--- src/rtl/score_pkg.sv ---
// Shared types and constants for the score history reader and its BCD converter.
package score_pkg;

  localparam int ADDR_WIDTH_DEF = 9;
  localparam int DATA_WIDTH_DEF = 32;
  localparam logic [3:0] BCD_BLANK = 4'hF;

  typedef enum logic [2:0] {
    ST_IDLE    = 3'd0,
    ST_ADDR    = 3'd1,
    ST_WAIT    = 3'd2,
    ST_CONVERT = 3'd3,
    ST_FINISH  = 3'd4,
    ST_HOLD    = 3'd5
  } state_e;

  // Decimal digits of 2^width-1: floor(width*log10(2)) + 1.
  function automatic int bcd_digits(input int width);
    return (width * 30103) / 100000 + 1;
  endfunction

endpackage

--- src/rtl/score_history_reader_bin2bcd_seq.sv ---
// Sequential double-dabble: one input bit per cycle, MSB first. The start cycle
// loads din and already performs the first shift, so a conversion takes DATA_WIDTH cycles.
module bin2bcd_seq
  import score_pkg::*;
#(
  parameter int DATA_WIDTH = DATA_WIDTH_DEF,
  parameter int BCD_DIGITS = bcd_digits(DATA_WIDTH)
) (
  input  logic                    Clock,
  input  logic                    reset,
  input  logic                    start,
  input  logic                    abort,
  input  logic [DATA_WIDTH-1:0]   din,
  output logic                    busy,
  output logic                    done,
  output logic [4*BCD_DIGITS-1:0] bcd
);

  localparam int CW = $clog2(DATA_WIDTH + 1);

  logic [DATA_WIDTH-1:0]   shift_q, shift_d;
  logic [4*BCD_DIGITS-1:0] bcd_q, bcd_d;
  logic [CW-1:0]           cnt_q, cnt_d;
  logic                    busy_q, busy_d;

  function automatic logic [4*BCD_DIGITS-1:0] dabble(input logic [4*BCD_DIGITS-1:0] b,
                                                     input logic in_bit);
    logic [4*BCD_DIGITS-1:0] t;
    t = b;
    for (int i = 0; i < BCD_DIGITS; i++) begin
      if (t[i*4 +: 4] >= 4'd5) t[i*4 +: 4] = t[i*4 +: 4] + 4'd3;
    end
    return {t[4*BCD_DIGITS-2:0], in_bit};
  endfunction

  always_comb begin
    shift_d = shift_q;
    bcd_d   = bcd_q;
    cnt_d   = cnt_q;
    busy_d  = busy_q;
    if (abort) begin
      cnt_d  = '0;
      busy_d = 1'b0;
    end else if (start && !busy_q) begin
      bcd_d   = dabble('0, din[DATA_WIDTH-1]);
      shift_d = din << 1;
      cnt_d   = CW'(DATA_WIDTH - 1);
      busy_d  = (DATA_WIDTH > 1);
    end else if (busy_q) begin
      bcd_d   = dabble(bcd_q, shift_q[DATA_WIDTH-1]);
      shift_d = shift_q << 1;
      cnt_d   = cnt_q - CW'(1);
      if (cnt_q == CW'(1)) busy_d = 1'b0;
    end
  end

  always_ff @(posedge Clock) begin
    if (!reset) begin
      shift_q <= '0;
      bcd_q   <= '0;
      cnt_q   <= '0;
      busy_q  <= 1'b0;
    end else begin
      shift_q <= shift_d;
      bcd_q   <= bcd_d;
      cnt_q   <= cnt_d;
      busy_q  <= busy_d;
    end
  end

  // done marks the cycle whose edge performs the final shift.
  assign done = busy_q && (cnt_q == CW'(1));
  assign busy = busy_q;
  assign bcd  = bcd_q;

endmodule

--- src/rtl/score_history_reader.sv ---
// Score-view reader: fetches one score from the score RAM, converts it to BCD and
// holds it for display; next/prev browse. Optional macro: LEADING_ZERO_BLANK_EN.
module score_history_reader
  import score_pkg::*;
#(
  parameter int ADDR_WIDTH = ADDR_WIDTH_DEF,
  parameter int DATA_WIDTH = DATA_WIDTH_DEF,
  parameter int DIGITS     = 8,
  parameter int RD_LATENCY = 1
) (
  input  logic                  Clock,
  input  logic                  reset,
  input  logic                  ld_score,
  input  logic                  next,
  input  logic                  prev,
  input  logic [ADDR_WIDTH-1:0] write_ptr,
  output logic [ADDR_WIDTH-1:0] mem_addr,
  input  logic [DATA_WIDTH-1:0] mem_q,
  output logic [ADDR_WIDTH-1:0] entry_index,
  output logic [4*DIGITS-1:0]   digits,
  output logic                  digits_valid,
  output logic                  busy,
  output logic                  overflow,
  output logic [2:0]            dbg_state
);

  localparam int NB = bcd_digits(DATA_WIDTH);
`ifdef LEADING_ZERO_BLANK_EN
  localparam bit LZB_EN = 1'b1;
`else
  localparam bit LZB_EN = 1'b0;
`endif

  state_e                state_q, state_d;
  logic                  ld_q, ld_d;
  logic [ADDR_WIDTH-1:0] mem_addr_q, mem_addr_d;
  logic [ADDR_WIDTH-1:0] entry_q, entry_d;
  logic [4*DIGITS-1:0]   digits_q, digits_d;
  logic                  valid_q, valid_d;
  logic                  busy_q, busy_d;
  logic                  ovf_q, ovf_d;
  logic [1:0]            wait_q, wait_d;

  logic                  bcd_start, bcd_abort, bcd_busy, bcd_done;
  logic [4*NB-1:0]       bcd_val;
  logic [4*DIGITS-1:0]   fin_digits;
  logic                  fin_ovf;
  logic                  seen_nz;

  assign bcd_start = (state_q == ST_CONVERT) && !bcd_busy;
  assign bcd_abort = (state_q != ST_CONVERT);

  bin2bcd_seq #(
    .DATA_WIDTH (DATA_WIDTH),
    .BCD_DIGITS (NB)
  ) u_bcd (
    .Clock (Clock),
    .reset (reset),
    .start (bcd_start),
    .abort (bcd_abort),
    .din   (mem_q),
    .busy  (bcd_busy),
    .done  (bcd_done),
    .bcd   (bcd_val)
  );

  // Saturation and leading-zero blanking of the finished conversion.
  always_comb begin
    fin_ovf    = 1'b0;
    fin_digits = '0;
    seen_nz    = 1'b0;
    for (int i = 0; i < NB; i++) begin
      if (i >= DIGITS && bcd_val[i*4 +: 4] != 4'd0) fin_ovf = 1'b1;
    end
    for (int i = 0; i < DIGITS; i++) begin
      if (i < NB) fin_digits[i*4 +: 4] = bcd_val[i*4 +: 4];
    end
    for (int i = DIGITS - 1; i >= 1; i--) begin
      if (fin_digits[i*4 +: 4] != 4'd0) seen_nz = 1'b1;
      if (LZB_EN && !seen_nz) fin_digits[i*4 +: 4] = BCD_BLANK;
    end
    if (fin_ovf) fin_digits = {DIGITS{4'h9}};
  end

  always_comb begin
    state_d    = state_q;
    ld_d       = ld_score;
    mem_addr_d = mem_addr_q;
    entry_d    = entry_q;
    digits_d   = digits_q;
    valid_d    = valid_q;
    busy_d     = busy_q;
    ovf_d      = ovf_q;
    wait_d     = wait_q;
    if (!ld_score) begin
      state_d = ST_IDLE;
      valid_d = 1'b0;
      busy_d  = 1'b0;
    end else begin
      case (state_q)
        ST_IDLE: begin
          if (!ld_q) begin
            entry_d = write_ptr - ADDR_WIDTH'(1);
            busy_d  = 1'b1;
            state_d = ST_ADDR;
          end
        end
        ST_ADDR: begin
          mem_addr_d = entry_q;
          busy_d     = 1'b1;
          wait_d     = 2'(RD_LATENCY - 1);
          state_d    = ST_WAIT;
        end
        ST_WAIT: begin
          if (wait_q == 2'd0) state_d = ST_CONVERT;
          else                wait_d  = wait_q - 2'd1;
        end
        ST_CONVERT: begin
          if (bcd_done) state_d = ST_FINISH;
        end
        ST_FINISH: begin
          digits_d = fin_digits;
          ovf_d    = fin_ovf;
          busy_d   = 1'b0;
          valid_d  = 1'b1;
          state_d  = ST_HOLD;
        end
        ST_HOLD: begin
          // Simultaneous next and prev cancel out and are ignored.
          if (next ^ prev) begin
            entry_d = next ? entry_q - ADDR_WIDTH'(1) : entry_q + ADDR_WIDTH'(1);
            valid_d = 1'b0;
            busy_d  = 1'b1;
            state_d = ST_ADDR;
          end
        end
        default: state_d = ST_IDLE;
      endcase
    end
  end

  always_ff @(posedge Clock) begin
    if (!reset) begin
      state_q    <= ST_IDLE;
      ld_q       <= 1'b0;
      mem_addr_q <= '0;
      entry_q    <= '0;
      digits_q   <= '0;
      valid_q    <= 1'b0;
      busy_q     <= 1'b0;
      ovf_q      <= 1'b0;
      wait_q     <= '0;
    end else begin
      state_q    <= state_d;
      ld_q       <= ld_d;
      mem_addr_q <= mem_addr_d;
      entry_q    <= entry_d;
      digits_q   <= digits_d;
      valid_q    <= valid_d;
      busy_q     <= busy_d;
      ovf_q      <= ovf_d;
      wait_q     <= wait_d;
    end
  end

  assign mem_addr     = mem_addr_q;
  assign entry_index  = entry_q;
  assign digits       = digits_q;
  assign digits_valid = valid_q;
  assign busy         = busy_q;
  assign overflow     = ovf_q;
  assign dbg_state    = state_q;

endmodule

--- config.mk ---
export PLATFORM = sky130hd
export DESIGN_NAME = score_history_reader
export DESIGN_NICKNAME = d
export VERILOG_FILES = /design/src/rtl/score_pkg.sv /design/src/rtl/score_history_reader_bin2bcd_seq.sv /design/src/rtl/score_history_reader.sv
export SDC_FILE = /design/constraint.sdc
export NUM_CORES = 1
export LEC_CHECK = 0
export BUFFER_PORTS_ARGS = -buffer_cell sky130_fd_sc_hd__buf_2
export CORE_MARGIN = 3
export CORE_UTILIZATION = 46
export CTS_BUF_LIST = sky130_fd_sc_hd__clkbuf_8
export CTS_CLUSTER_DIAMETER = 100
export DETAILED_ROUTE_END_ITERATION = 6
export PLACE_DENSITY = 0.7
export SLEW_MARGIN = 0
export SYNTH_ARGS = -nofsm -noshare
export SYNTH_HDL_FRONTEND = slang
export SYNTH_SLANG_ARGS = --single-unit
--- constraint.sdc ---
create_clock -name Clock -period 3.2 [get_ports Clock]
set_clock_uncertainty 0.15 [all_clocks]
set_input_delay 0.8 -clock Clock [delete_from_list [all_inputs] [get_ports Clock]]
set_output_delay 0.8 -clock Clock [all_outputs]
set_load 0.01 [all_outputs]
==> metrics, run 1 <==
Buffers on Ports 101; Pre-antenna DRT Iters 4; Initial Util 47.4%; endpoint class of the critical path flip-flop; DRC Markers 0; Period minus WS final 2.38 ns; Worst-Skew Late Latency 0.45 ns; CP cell instances buf_2, inv_1, fa_1, nand2b_1, a21oi_1, o31a_1, xnor2_1, a221oi_1; max incr delay on CP 0.45 ns; Final Instance Count excl. Fillers 1,062; Main synth FF type dfxtp_1; DP HPWL 9.57 mm; Layout area overhead 14.5%; setup violators final 0; I/O pin count about 100; Synth Instances around 790; Cell Pwr Density between 400 and 500 nW/um2; CP max FO 10; Async SR Flop Fraction 0%; Final Cycle Share 74.3%; Slew @ Worst Pin 0.842 ns; antenna viol nets, final 0; initial antenna violation count 0; f_max 420 MHz; fill cell count 1,386; H-tree Lvls 4; GRT Overall Usage approximately 18%; setup TNS 0 ns; clock buffer depth 2; post-CTS setup buffers 0; register area about 2700 um2; CORE AREA 14,600 um2; sequential area share after synthesis about two fifths; Final GP Congestion 0.811; grt ovf 0; most used cells in the layout excluding fill and tap cells dfxtp_1, nand2_1, buf_2; CTS tree done; final core utilization roughly 54%; hold_ws 0.306 ns; Rows 44; Mapped Area 6950 um2; Post-Syn Nets just under 900; max_cap viols 0; critical path class in2reg; Yosys cell types 58; CP Launch Type primary input; number of clock buffers inserted by TritonCTS 17; Max stage delay cell, worst path fa_1; multi-input logic area 3840 um2; clk slew on worst S/H paths 0.07 ns; Pins Over Slew Limit 0; Die Y-Extent 129 um; RSZ-0062 raised after global routing no; Placed Cells 1,030; path category of the worst min-delay check reg2reg; CTS Hold Bufs 0; # diodes 0; Max VDD drop ~0.25 mV; syn_area_per_cell 8.84 um2; final wirelength about 14 mm; final net count 945; layout cells sized above 1 17.8%; final hold viol count 0; Die Wd 129 um; Pleak 3.48 nW; largest net degree at the start of global routing 55; vias per std cell around 5.3; die area 16,600 um2; DR iter-0 viols 298; Via Count 5,677; Crit path required time 3.39 ns; Routed WL per cell approximately 14 um; CTS resizes 0; CP arrival 2.57 ns; vias in the first global route 5,303; Slew headroom 43.8%; status completed; CTS sink count around 140; root buffer cell clkbuf_8; most common cell after layout, fill and taps aside dfxtp_1; EDFF count, synth 0; Yosys reg bits 137; first-pass GRT wire length between 20 and 25 mm; Ys Warns 0
## Yosys cell counts (all sizes together) (9+ instances only)
cell type / instances / share of area (%)
nor2: 34 / 1.8
nor3: 15 / 1.5
a31oi: 9 / 0.81
nor2b: 23 / 2.1
inv: 31 / 1.7
nor3b: 12 / 1.4
nand2: 102 / 5.6
o211a: 32 / 4.6
clkbuf: 26 / 1.4
xor2: 10 / 1.3
xnor2: 26 / 3.3
buf: 25 / 2.1
nand3: 36 / 2.6
a21oi: 19 / 1.4
a22oi: 14 / 1.5
mux2i: 34 / 4.9
o211ai: 9 / 0.97
ha: 33 / 5.9
nand2b: 15 / 1.4
dfxtp: 137 / 39
a21boi: 45 / 4.9
o21ai: 47 / 3.5
## flip-flops by register name, summed over array words and instances (netlist names)
name           count
digits            32
dbg_state          3
overflow           1
u_bcd.bcd         40
u_bcd.shift_q     31
digits_valid       1
u_bcd.cnt_q        6
busy               1
ld_q               1
entry_index        9
mem_addr           9
wait_q             2
u_bcd.busy         1
## worst max-delay path, delay by kind of cell
| family | cells | cell delay [ns] |
|---|---|---|
| adders and majority gates | 1 | 0.45 |
| AOI/OAI and AO/OA | 3 | 0.75 |
| and+or+nand+nor | 1 | 0.18 |
| xor gates and xnor gates | 1 | 0.07 |
| buffers and inverters | 2 | 0.32 |
## cell families (layout without fill, tap and decap cells)
family | count (synthesis) | after routing | share of synthesized area [%]
AO/OA/AOI/OAI | 203 | 203 | 20.9
adder cells (fa/ha/maj) | 34 | 34 | 6.23
AND/OR/NAND/NOR | 260 | 260 | 18.7
buffers and inverters | 82 | 174 | 5.19
multiplexers | 34 | 34 | 4.90
XOR/XNOR | 36 | 36 | 4.54
flip-flops | 137 | 137 | 39.5
## through the flow
stage          setup WS (ns)  instance area, um2  total power [W]
2_1_floorplan          0.852                6950          0.00193
3_3_place_gp           0.445                7520          0.00201
3_5_place_dp           0.376                7520          0.00201
4_1_cts                0.812                7950          0.00356
5_1_grt                0.577                7950          0.00366
6_report               0.821                7950          0.00352
## metal layers
| metal | vias up | part of all wire, % | GRT usage [%] |
|---|---|---|---|
| met5 | - | 0 | 0 |
| met4 | 0 | 1.6 | 6.30 |
| met3 | 21 | 5.6 | 5.23 |
| met2 | 108 | 44 | 28.6 |
| met1 | 2633 | 49 | 22.5 |
| li1 | 2915 | - | - |
## worst paths after layout
| path | from | end | slack (ns) | cells past startpoint |
|---|---|---|---|---|
| worst max-delay path | next | entry_index[8] | 0.82 | 8 |
| worst min-delay path | digits_valid | digits_valid | 0.31 | 2 |
| worst max register to register | dbg_state[0] | u_bcd.cnt_q[5] | 0.85 | 3 |
| worst min register to register | digits_valid | digits_valid | 0.31 | 2 |
## where the power goes
part           switching (W)  internal, W  total (W)
registers          0.0000203      0.00172    0.00174
logic               0.000121     0.000103   0.000223
clock network       0.000700     0.000852    0.00155
## final cells by class
| type | count | share of cell area (%) |
|---|---|---|
| Multi-Input combinational cell | 567 | 48.3 |
| Sequential cell | 137 | 34.5 |
| Timing Repair Buffer | 111 | 7.33 |
| Clock buffer | 17 | 2.94 |
| Tap cell | 184 | 2.90 |
| Clock inverter | 15 | 2.52 |
| Inverter | 31 | 1.46 |
Note: power is estimated with default switching activity, not from simulation.
==> run 2, diff against run 1 <==
Clock period 3.2 ns to 2.33 ns, I/O delays scaled along.
==> run 2 against run 1 <==
Compared with the run above:
- total power up 32%
- global-route usage up 0.16 points
- worst setup slack worse by 0.49 ns
- sequential share of layout area down 0.63 points
- critical path depth down 1
- first-iteration DRC count up 11%
- worst hold slack worse by 0.031 ns
- count of clock-buffer cells in the layout up 2
- combinational power up 55%
- largest power group unchanged
==> metrics, run 2 (synthesized netlist as in run 1, its figures left out) <==
Placed Cells roughly 1,000; CP arrival 2.20 ns; Switching Share between 20% and 30%; first-pass GRT wire length 24.4 mm; CP Launch Type flip-flop; I/O pin count slightly above 100; total power between 0.004 and 0.005 W; final hold viol count 0; vias in the first global route around 5,200; max_cap viols 0; Max VDD drop 0.416 mV; most used cells in the layout excluding fill and tap cells dfxtp_1, nand2_1, buf_2; antenna viol nets, final 0; final net count 964; Die Wd 129 um; Initial Util 47.4%; CTS Hold Bufs 0; Buffers on Ports 101; initial antenna violation count 0; grt ovf 0; setup violators final 0; FF-to-FF setup slack 0.33 ns; Period minus WS final 2.00 ns; DP HPWL approximately 9.7 mm; register area 2740 um2; Layout area overhead 16.6%; sequential share of power between 50% and 60%; RSZ-0062 raised after global routing no; Pins Over Slew Limit 0; Rows between 40 and 50; worst path buffer plus inverter count 1; Int Pwr 0.00353 W; Max stage delay cell, worst path dfxtp_1; # diodes 0; Placed Area between 7000 and 8000 um2; Cell Pwr Density 573 nW/um2; Register-to-Register Path Depth 7; delay-heaviest family, CP compound AO/OA/AOI/OAI gates; Worst-Skew Late Latency between 0.4 and 0.5 ns; status completed; Routed WL per cell ~14 um; Clk pwr share 41.1%; Die Y-Extent between 100 and 150 um; Crit path required time between 2 and 3 ns; GRT Overall Usage 17.9%; largest net degree at the start of global routing 86; number of clock buffers inserted by TritonCTS 17; WHS Path Cells 3; CTS tree done; vias per std cell ~5.3; CORE AREA 14,600 um2; die area 16,600 um2; Sw Pwr 0.00112 W; Final GP Congestion 0.852; Critical Path Stages 7; path category of the worst min-delay check in2reg; CP cell instances inv_1, fa_1, nand2b_1, a21oi_1, o31a_1, xnor2_1, a221oi_1; Via Count 5,688; most common cell after layout, fill and taps aside dfxtp_1; endpoint class of the critical path flip-flop; post-CTS setup buffers 0; Design Area, Final between 8000 and 9000 um2; DR iter-0 viols between 300 and 400; hold_ws 0.274 ns; Comb power frac under 10%; setup TNS 0 ns; DRC Markers 0; max FFs per register 40; fill cell count 1,392; final wirelength 14.6 mm; Pleak around 3.6 nW; Slew @ Worst Pin 0.569 ns; max incr delay on CP about 0.4 ns; H-tree Lvls 4; clk slew on worst S/H paths 0.08 ns; CTS resizes 0; layout cells sized above 1 19.6%; CTS sink count 137; multi-input logic area 3840 um2; CP max FO 5; Final Instance Count excl. Fillers 1,081; Pre-antenna DRT Iters 4; f_max 500 MHz; Slew headroom between 60 and 70%; root buffer cell clkbuf_8; critical path class reg2reg; Final Cycle Share between 80% and 90%; clock buffer depth 2
==> run 2: cell types whose count changed in the layout (fill, tap and decap cells not counted) <==
cell / previous run / this run
clkinv_4: 3 / 2
inv_1: 33 / 32
buf_12: 0 / 4
inv_6: 3 / 0
clkinv_2: 1 / 5
bufinv_16: 4 / 2
clkbuf_8: 17 / 19
buf_4: 11 / 26
clkinvlp_4: 2 / 3
==> run 2: layout make-up <==
| cell class | instances | area share, % |
|---|---|---|
| Multi-Input combinational cell | 567 | 47.5 |
| Inverter | 31 | 1.44 |
| Tap cell | 184 | 2.84 |
| Clock inverter | 13 | 1.59 |
| Timing Repair Buffer | 130 | 9.58 |
| Clock buffer | 19 | 3.23 |
| Sequential cell | 137 | 33.9 |
==> run 2: worst register-to-register path: stages (launching register included) <==
cell and delay, ns:
dfxtp_1 0.40, inv_1 0.08, fa_1 0.37, nand2b_1 0.17, a21oi_1 0.21, o31a_1 0.19, xnor2_1 0.07, a221oi_1 0.28
==> run 2: per-layer routing <==
metal / track usage, % / wire length (um)
met5: 0 / 0
met2: 28.2 / 6720
met3: 5.85 / 734
met4: 4.57 / 60
met1: 23.6 / 7090
==> run 2: power by group through the flow <==
stage | clock [W] | combinational [W] | sequential (W)
floorplan | 0 | 0.000208 | 0.00244
global placement | 0 | 0.000344 | 0.00244
detailed placement | 0 | 0.000349 | 0.00244
CTS | 0.00197 | 0.000351 | 0.00239
global route | 0.00206 | 0.000387 | 0.00239
finish | 0.00191 | 0.000346 | 0.00239
==> run 2: stage by stage <==
step	worst slack, ns	util, %
final	0.328	55.3
after global routing	0.212	55.3
after CTS	0.328	55.3
after detailed placement	-0.0435	52.6
after global placement	-0.00407	52.6
after floorplan	0.199	-
==> run 2: worst paths after layout <==
kind / endpoint / from
worst max-delay path: entry_index[8] / entry_index[1]
worst min-delay path: u_bcd.shift_q[1] / mem_q[0]
worst max register to register: entry_index[8] / entry_index[1]
worst min register to register: digits[18] / digits[18]
==> run 3, diff against run 2 <==
Settings changed: CTS_BUF_LIST sky130_fd_sc_hd__clkbuf_8 to sky130_fd_sc_hd__clkbuf_4 sky130_fd_sc_hd__clkbuf_8.
==> run 3 against run 2 <==
Compared with the run above:
- count of clock-buffer cells in the layout rose by 1
- final cell count did not move
- register-to-register slack improved by 0.02 ns
- first-iteration DRC count fell by 1.2%
- critical path depth did not move
- combinational power barely moved
- die area did not move
==> metrics, run 3 (synthesized netlist as in run 1, its figures left out) <==
max_cap viols 0; Slew @ Worst Pin ~0.57 ns; setup TNS 0 ns; RSZ-0062 raised after global routing no; antenna viol nets, final 0; CP max FO 5; root buffer cell clkbuf_8; Slew headroom approximately 62%; Layout area overhead 16.7%; setup violators final 0; CTS resizes 0; min-delay src mem_q[0]; Initial Util about 47%; clock buffer depth 2; status completed; CTS tree done; GRT Overall Usage 17.9%; # diodes 0; Pins Over Slew Limit 0; Switching Share a little under a quarter; DR iter-0 viols 328; Final Cycle Share 85.2%; Comb power frac 7.4%; Int Pwr 0.00354 W; layout cells sized above 1 19.7%; Max VDD drop 0.416 mV; vias in the first global route 5,233; post-CTS setup buffers 0; final wirelength about 15 mm; clk slew on worst S/H paths roughly 0.080 ns; Routed WL per cell 13.5 um; fill cell count 1,392; DP HPWL 9.74 mm; Crit path required time 2.53 ns; multi-input logic area 3840 um2; Die Y-Extent 129 um; largest net degree at the start of global routing 86; vias per std cell 5.24; Pleak about 3.6 nW; CORE AREA about 15,000 um2; Clk pwr share 41.3%; die area 16,600 um2; CP arrival 2.19 ns; most common cell after layout, fill and taps aside dfxtp_1; Period minus WS final 1.99 ns; CTS sink count 137; number of clock buffers inserted by TritonCTS 17; Sw Pwr 0.00112 W; Worst-Skew Late Latency 0.44 ns; H-tree Lvls 4; endpoint class of the critical path flip-flop; sequential share of power between 50% and 60%; first-pass GRT wire length roughly 24 mm; Die Wd 129 um; CP Launch Type flip-flop; DRC Markers 0; final net count 964; initial antenna violation count 0; final hold viol count 0; critical path class reg2reg; worst r2r src entry_index[1]; Via Count 5,668; register area 2740 um2; Pre-antenna DRT Iters 5; total power 0.00466 W; Final GP Congestion 0.852; Rows 44; most used cells in the layout excluding fill and tap cells dfxtp_1, nand2_1, buf_2; CTS Hold Bufs 0; grt ovf 0; Cell Pwr Density 575 nW/um2; f_max 504 MHz; I/O pin count 102; max FFs per register 40; Buffers on Ports 101; path category of the worst min-delay check in2reg; CP Launch Point entry_index[1]
-- run 3: changes by cell type in the layout (fill, tap and decap cells not counted) --
cell	delta
clkbuf_4	+1
inv_1	-1
-- run 3: path summary, 6_finish.rpt --
path / to / slack (ns) / cells after the start
worst max-delay path: entry_index[8] / 0.34 / 7
worst min register to register: digits[18] / 0.31 / 2
worst max register to register: entry_index[8] / 0.34 / 7
worst min-delay path: u_bcd.shift_q[1] / 0.27 / 3
-- run 3: layout make-up --
type | instances | area share, %
Tap cell | 184 | 2.84
Clock buffer | 20 | 3.32
Inverter | 31 | 1.44
Sequential cell | 137 | 33.9
Multi-Input combinational cell | 567 | 47.4
Timing Repair Buffer | 130 | 9.57
Clock inverter | 12 | 1.54
-- run 3: per-stage QoR --
| stage | std cells | utilization, % | hold WS, ns | setup slack, ns | instance area, um2 |
|---|---|---|---|---|---|
| final | 1081 | 55.3 | 0.274 | 0.344 | 8100 |
| after global routing | 1081 | 55.3 | 0.272 | 0.212 | 8100 |
| after CTS | 1081 | 55.3 | 0.237 | 0.328 | 8100 |
| after detailed placement | 1049 | 52.6 | 0.302 | -0.0435 | 7710 |
| after global placement | 1049 | 52.6 | 0.297 | -0.00407 | 7710 |
| after floorplan | 786 | - | 0.291 | 0.199 | 6950 |
-- run 3: critical path, cell delays in order (launching register included) --
cell      delay [ns]
dfxtp_1         0.40
inv_1           0.08
fa_1            0.37
nand2b_1        0.17
a21oi_1         0.20
o31a_1          0.18
xnor2_1         0.07
a221oi_1        0.28
-- run 3: power groups by stage --
stage	logic [W]	registers, W	clock network, W
floorplan	0.000208	0.00244	0
global placement	0.000344	0.00244	0
detailed placement	0.000349	0.00244	0
CTS	0.000351	0.00239	0.00199
global route	0.000387	0.00239	0.00207
finish	0.000346	0.00239	0.00192
-- run 3: per-layer routing --
layer,track usage [%],up-vias,part of all wire [%]
met1,23.6,2617,48
met4,4.57,0,0.44
met2,28.2,97,46
met5,0,-,0
met3,5.85,4,5.2
li1,-,2950,-
